--- config.mk ---
export PLATFORM = sky130hd
export DESIGN_NAME = mem_arbiter
export DESIGN_NICKNAME = d
export VERILOG_FILES = /design/src/rtl/mem_arbiter.sv
export SDC_FILE = /design/constraint.sdc
export NUM_CORES = 1
export LEC_CHECK = 0
export CAP_MARGIN = 20
export CORE_AREA = 2 2 156 158
export CTS_BUF_LIST = sky130_fd_sc_hd__clkbuf_4 sky130_fd_sc_hd__clkbuf_8 sky130_fd_sc_hd__clkbuf_16
export CTS_CLUSTER_DIAMETER = 50
export CTS_CLUSTER_SIZE = 12
export DETAILED_ROUTE_END_ITERATION = 10
export DIE_AREA = 0 0 158 160
export GPL_TIMING_DRIVEN = 0
export PLACE_DENSITY = 0.5
export SKIP_LAST_GASP = 1
export SLEW_MARGIN = 5
export SYNTH_ARGS = -nofsm -noshare
export SYNTH_HDL_FRONTEND = slang
export SYNTH_SLANG_ARGS = --single-unit
--- constraint.sdc ---
create_clock -name clk -period 4.1 [get_ports clk]
set_clock_uncertainty 0.2 [all_clocks]
set_input_delay 1.23 -clock clk [delete_from_list [all_inputs] [get_ports clk]]
set_output_delay 1.23 -clock clk [all_outputs]
set_load 0.05 [all_outputs]
--- src/rtl/mem_arbiter.sv ---
// Two-requester arbiter sharing one single-ported memory between instruction fetch and data access.
// Data has priority, and a starvation counter guarantees that fetch still makes forward progress.
module mem_arbiter #(
    parameter int unsigned STARVE_LIMIT = 4
) (
    input  logic        clk,
    input  logic        rst,
    input  logic        if_req_valid,
    output logic        if_req_ready,
    input  logic [15:0] if_req_addr,
    output logic        if_resp_valid,
    output logic [63:0] if_resp_data,
    input  logic        dm_req_valid,
    output logic        dm_req_ready,
    input  logic [15:0] dm_req_addr,
    input  logic [7:0]  dm_req_wmask,
    input  logic [63:0] dm_req_wdata,
    output logic        dm_resp_valid,
    output logic [63:0] dm_resp_data,
    output logic        mem_req_valid,
    input  logic        mem_req_ready,
    output logic [15:0] mem_req_addr,
    output logic [7:0]  mem_req_wmask,
    output logic [63:0] mem_req_wdata,
    input  logic        mem_resp_valid,
    input  logic [63:0] mem_resp_data,
    output logic        busy
);

    localparam logic [3:0] LIMIT = 4'(STARVE_LIMIT);

    typedef enum logic [1:0] {IDLE, ISSUE, WAIT} state_t;
    typedef enum logic {OWN_IF, OWN_DM} owner_t;

    state_t      state;
    owner_t      owner;
    logic [3:0]  starve_cnt;
    logic        idle_ok;
    logic        grant_if;
    logic        grant_dm;
    logic        resp_hit;

    // Fetch wins a collision only once data has taken LIMIT grants in a row while it waited.
    assign idle_ok  = (state == IDLE) && !rst;
    assign grant_if = idle_ok && if_req_valid && (!dm_req_valid || starve_cnt == LIMIT);
    assign grant_dm = idle_ok && dm_req_valid && !(if_req_valid && starve_cnt == LIMIT);

    // NOTE: ready is a combinational function of the request inputs so acceptance
    // happens in the same cycle; every other output comes from registers or passes straight through.
    assign if_req_ready = grant_if;
    assign dm_req_ready = grant_dm;

    assign mem_req_valid = (state == ISSUE);
    assign busy          = (state != IDLE);

    assign resp_hit      = (state == WAIT) && mem_resp_valid && !rst;
    assign if_resp_valid = resp_hit && (owner == OWN_IF);
    assign dm_resp_valid = resp_hit && (owner == OWN_DM);
    assign if_resp_data  = if_resp_valid ? mem_resp_data : 64'd0;
    assign dm_resp_data  = dm_resp_valid ? mem_resp_data : 64'd0;

    // NOTE: sequential state uses non-blocking assignments so every register
    // samples the values from before the clock edge.
    always_ff @(posedge clk) begin
        if (rst) begin
            state         <= IDLE;
            owner         <= OWN_IF;
            starve_cnt    <= 4'd0;
            mem_req_addr  <= 16'd0;
            mem_req_wmask <= 8'd0;
            mem_req_wdata <= 64'd0;
        end else begin
            case (state)
                IDLE: begin
                    if (grant_if) begin
                        owner         <= OWN_IF;
                        mem_req_addr  <= if_req_addr;
                        mem_req_wmask <= 8'd0;
                        mem_req_wdata <= 64'd0;
                        starve_cnt    <= 4'd0;
                        state         <= ISSUE;
                    end else if (grant_dm) begin
                        owner         <= OWN_DM;
                        mem_req_addr  <= dm_req_addr;
                        mem_req_wmask <= dm_req_wmask;
                        mem_req_wdata <= dm_req_wdata;
                        if (if_req_valid && starve_cnt < LIMIT)
                            starve_cnt <= starve_cnt + 4'd1;
                        state         <= ISSUE;
                    end
                end
                ISSUE: if (mem_req_ready) state <= WAIT;
                WAIT:  if (mem_resp_valid) state <= IDLE;
                default: state <= IDLE;
            endcase
        end
    end

endmodule

==> results <==
- In the global route stage, overall resource usage came out at 0.158.
- The H-tree depth is 3.
- The later pin in the worst-skew pair is clocked with a latency of 340 ps.
- Counting every instance in the synthesized netlist gives 498.
- The pin count of the biggest net entering global routing is 19.
- For this run, the slowest stage of the critical path takes 390 ps.
- The number of different library cells used by synthesis comes to 32.
- In this run the critical register-to-register path is launched from state[1]$_SDFFE_PP0P_.
- The number of antenna violations at the first check in global routing was 2.
- Summing all placed instances gives a cell area of 0.00869 mm^2.
- Counting the fill cells in the layout gives 2,524.
- The number of buffers and inverters on the critical path is 3.
- The count of nets left with antenna violations once routing finished came out at 0.
- The via density per instance is 4.01.
- The synthesis-stage register bit count is 95.
- The run finished with clean final reports.
- Global routing finished with a remaining overflow of 0.
- The count of flip-flops with a built-in enable after synthesis is 0.
- The total power of the final layout is 2.71 mW.
- The maximum net fanout on the critical path is 6.
- For met1 alone, demand over resource in global routing was 0.202.
- The final worst setup slack is 92.9 ps.
- Pin placement for this block handled 396 I/O pins.
- The slowest stage cell on the critical path is sky130_fd_sc_hd__clkdlybuf4s15_2.
- Dividing the final minimum period by the clock period gives 0.977.
- The region available for standard cell placement spans 0.0238 mm^2.
- The count of TritonRoute iterations in the first routing pass is 6.
- The worst hold path terminates at mem_req_wdata[19]$_SDFFE_PP0P_.
- Across the VDD grid, the largest voltage drop is 194 uV.
- The global routing met2 resource utilization is 0.261.
- Wires add up to 21,200 um.
- For this run, the top clock speed supported by timing is 0.250 GHz.
- Across the run, the number of max-cap violations was 0.
- For this run, global-route usage on met3 was measured as 0.0526.
- The type of origin of the critical path is a primary input.
- The worst hold path stage count is 2.
- The sum of negative setup slack is 0 ps.
- The start point of the worst hold path is mem_req_wdata[19]$_SDFFE_PP0P_.
- In the synthesized netlist the async set-or-reset flop fraction comes to 0.
- The number of hold buffers added after CTS is 0.
- Counting buffers and inverters, the worst setup path is 6 cells deep.
- TritonCTS built the clock tree.
- The fraction of synthesized cell area taken by the top area cell type is 0.438.
- After detailed routing, the number of remaining DRC violations is 0.
- The critical path goes through dlygate4sd2_1, nor3b_4, and3_4, clkbuf_16, and2_1, clkdlybuf4s15_2.
- The vias after detailed routing is 4,954.
- The height of the die is 160 um.
- The synthesized design spends more area on one cell type than any other, namely sky130_fd_sc_hd__dfxtp_1.
- The number of buffers added on ports is 394.
- The final HPWL from detailed placement is 16,600 um.
- The sequential fraction of the synthesis area is 0.438.
- The number of failing hold endpoints at the final stage is 0.
- The routability congestion estimate is 0.736.
- The number of warnings reported in the yosys synthesis log is 0.
- The total clock sinks is 95.
- The CTS buffer count is 9.
- Data on the critical path arrives at its endpoint at 2580 ps.
- The detail-routed net length per standard cell is 17.1 um.
- The worst hold path belongs to the class flop to flop.
- The utilization after layout is 0.377.
- The minimum setup slack after placement is -1350 ps.
- The site row count is 57.
- The worst setup path category is primary input to primary output.
- STA classifies the critical path endpoint as a primary output.
- The dominant register cell in the synthesized netlist is sky130_fd_sc_hd__dfxtp_1.
- The via count of the first global-routing pass came to 4,922.
- The post-layout instance area is 0.00897 mm^2.
- The clock-pin slew on the worst setup and hold paths is 70 ps.
- The initial utilization of the core area, before any placement, comes to 0.182.
- The width of the die is 158 um.
- Headroom to the max-slew limit came out at 0.293.
- The clock tree root driver cell is sky130_fd_sc_hd__clkbuf_16.
- The total die area is 0.0253 mm^2.
- The critical register-to-register path endpoint is mem_req_wdata[43]$_SDFFE_PP0P_.
- Sorting the synthesized cells by how often they occur yields sky130_fd_sc_hd__and2_1 (128), sky130_fd_sc_hd__nor2_1 (98), sky130_fd_sc_hd__dfxtp_1 (95).
- The global routing stage identified its most utilized layer as met2.
- The count of final max-slew check failures is 0.
- The largest buffer count on any clock path is 2.
- The power density over the cells is 302 mW/mm^2.
- Setup violations remaining at the end of the flow were counted as 0.
- After the first detailed-routing iteration, the DRC count stood at 158.
- Counting every net in the synthesized netlist gives 674.
- In this run the register-to-register setup slack is 1670 ps.
- The synthesized area divided by synthesized cell count is 8.71 um^2.
- For the worst setup path, the data required time is 2670 ps.
- The final critical-path required period is 4010 ps.
- The first global-routing pass estimated 30,500 um of wire.
- The fraction of final layout cells sized beyond drive strength 1 is 0.210.
- The transition time at the pin with the least slew margin is 1050 ps.
- For the worst flop-to-flop path, the logic depth is 6.
- The analysis attributes to cell leakage a power of 3.65 nW.
- The area added between synthesis and finish is 107%.
- In the post-synthesis netlist, the biggest area contributors are sky130_fd_sc_hd__dfxtp_1 (44%), sky130_fd_sc_hd__and2_1 (18%), sky130_fd_sc_hd__a22oi_1 (13%), sky130_fd_sc_hd__nor2_1 (8.5%), sky130_fd_sc_hd__mux2i_1 (3.7%).
- The cell with the most instances after synthesis is sky130_fd_sc_hd__and2_1.
- The synthesized netlist occupies a cell area of 0.00434 mm^2.
- The cell family contributing the most delay on the critical path is buffers and inverters.
- The total number of nets in the final design is 1,081.
registers in the layout (all words and copies together) (netlist names):
name	flops
state	2
mem_req_wdata	64
owner	1
mem_req_addr	16
mem_req_wmask	8
starve_cnt	4
worst min-delay path, stage by stage, from the launching register on:
cell                      delay, ps
sky130_fd_sc_hd__dfxtp_1        330
sky130_fd_sc_hd__a22oi_1         60
sky130_fd_sc_hd__nor2_1          70
worst max-delay path by stage:
stage,start,to,slack [ps]
final,mem_resp_valid,dm_resp_data[63],90
after global routing,mem_resp_valid,if_resp_data[48],-0.1
after CTS,if_req_valid,if_req_ready,10
after detailed placement,mem_resp_valid,dm_resp_data[22],-1350
after global placement,mem_resp_valid,dm_resp_data[19],-1310
after floorplan,rst,dm_resp_data[10],50
cell type report:
| class | instances | area, um^2 | share of cell area |
|---|---|---|---|
| diodes | 2 | 5.00 | 0.000558 |
| inverters | 3 | 11.3 | 0.00126 |
| clock buffers | 10 | 239 | 0.0266 |
| plain buffers | 43 | 302 | 0.0336 |
| repair buffers | 397 | 3760 | 0.419 |
| multi-input cells | 356 | 2260 | 0.252 |
| flip-flops and latches | 95 | 1900 | 0.212 |
| clock inverters | 6 | 86.3 | 0.00962 |
| well taps | 324 | 405 | 0.0452 |
timing repair:
item,in CTS,in global routing
gates resized for setup,811,9
gates cloned,2,0
setup buffers,0,1
setup endpoints to repair,132,9
pin swaps,1,0
routing by layer:
layer / routed length, um / part of all wire / vias up
met5: 0 / 0 / -
met4: 180 / 0.0085 / 0
met3: 1920 / 0.091 / 14
met2: 10000 / 0.47 / 198
met1: 9070 / 0.43 / 2235
li1: - / - / 2507
cells by family after synthesis:
group,synth area share
flip-flops,0.438
multiplexers,0.0395
AO/OA/AOI/OAI,0.177
adder cells (fa/ha/maj),0.00577
AND/OR/NAND/NOR,0.290
buffers and inverters,0.0485
cell usage in the layout (no fill, tap or decap), types with 2 or more instances in the layout:
cell / count
sky130_fd_sc_hd__buf_6: 30
sky130_fd_sc_hd__nor2_1: 97
sky130_fd_sc_hd__clkbuf_4: 8
sky130_fd_sc_hd__ha_1: 2
sky130_fd_sc_hd__clkdlybuf4s50_1: 260
sky130_fd_sc_hd__clkbuf_8: 5
sky130_fd_sc_hd__inv_8: 2
sky130_fd_sc_hd__and2_1: 125
sky130_fd_sc_hd__mux2i_1: 16
sky130_fd_sc_hd__inv_6: 2
sky130_fd_sc_hd__a211oi_1: 8
sky130_fd_sc_hd__clkdlybuf4s15_2: 11
sky130_fd_sc_hd__clkbuf_1: 18
sky130_fd_sc_hd__diode_2: 2
sky130_fd_sc_hd__a22oi_1: 73
sky130_fd_sc_hd__inv_1: 3
sky130_fd_sc_hd__buf_2: 22
sky130_fd_sc_hd__dfxtp_1: 95
sky130_fd_sc_hd__buf_1: 6
sky130_fd_sc_hd__and2_4: 3
sky130_fd_sc_hd__nor2b_1: 2
sky130_fd_sc_hd__a21oi_1: 2
sky130_fd_sc_hd__nor3_1: 2
sky130_fd_sc_hd__clkbuf_16: 12
sky130_fd_sc_hd__buf_4: 75
sky130_fd_sc_hd__a211oi_2: 8
power breakdown:
part	switching (mW)	total (mW)	internal, mW	leakage [nW]
clock	0.410	0.919	0.509	0.160
combinational	0.439	0.772	0.333	2.71
sequential	0.0336	1.02	0.982	0.777
through the flow:
| step | std cells | hold slack [ps] |
|---|---|---|
| after global routing | 1234 | 315 |
| after global placement | 1216 | 277 |
| after floorplan | 498 | 272 |
| after CTS | 1233 | 305 |
| final | 1236 | 300 |
| after detailed placement | 1216 | 286 |
No activity file was read; power rests on OpenSTA's default activity.
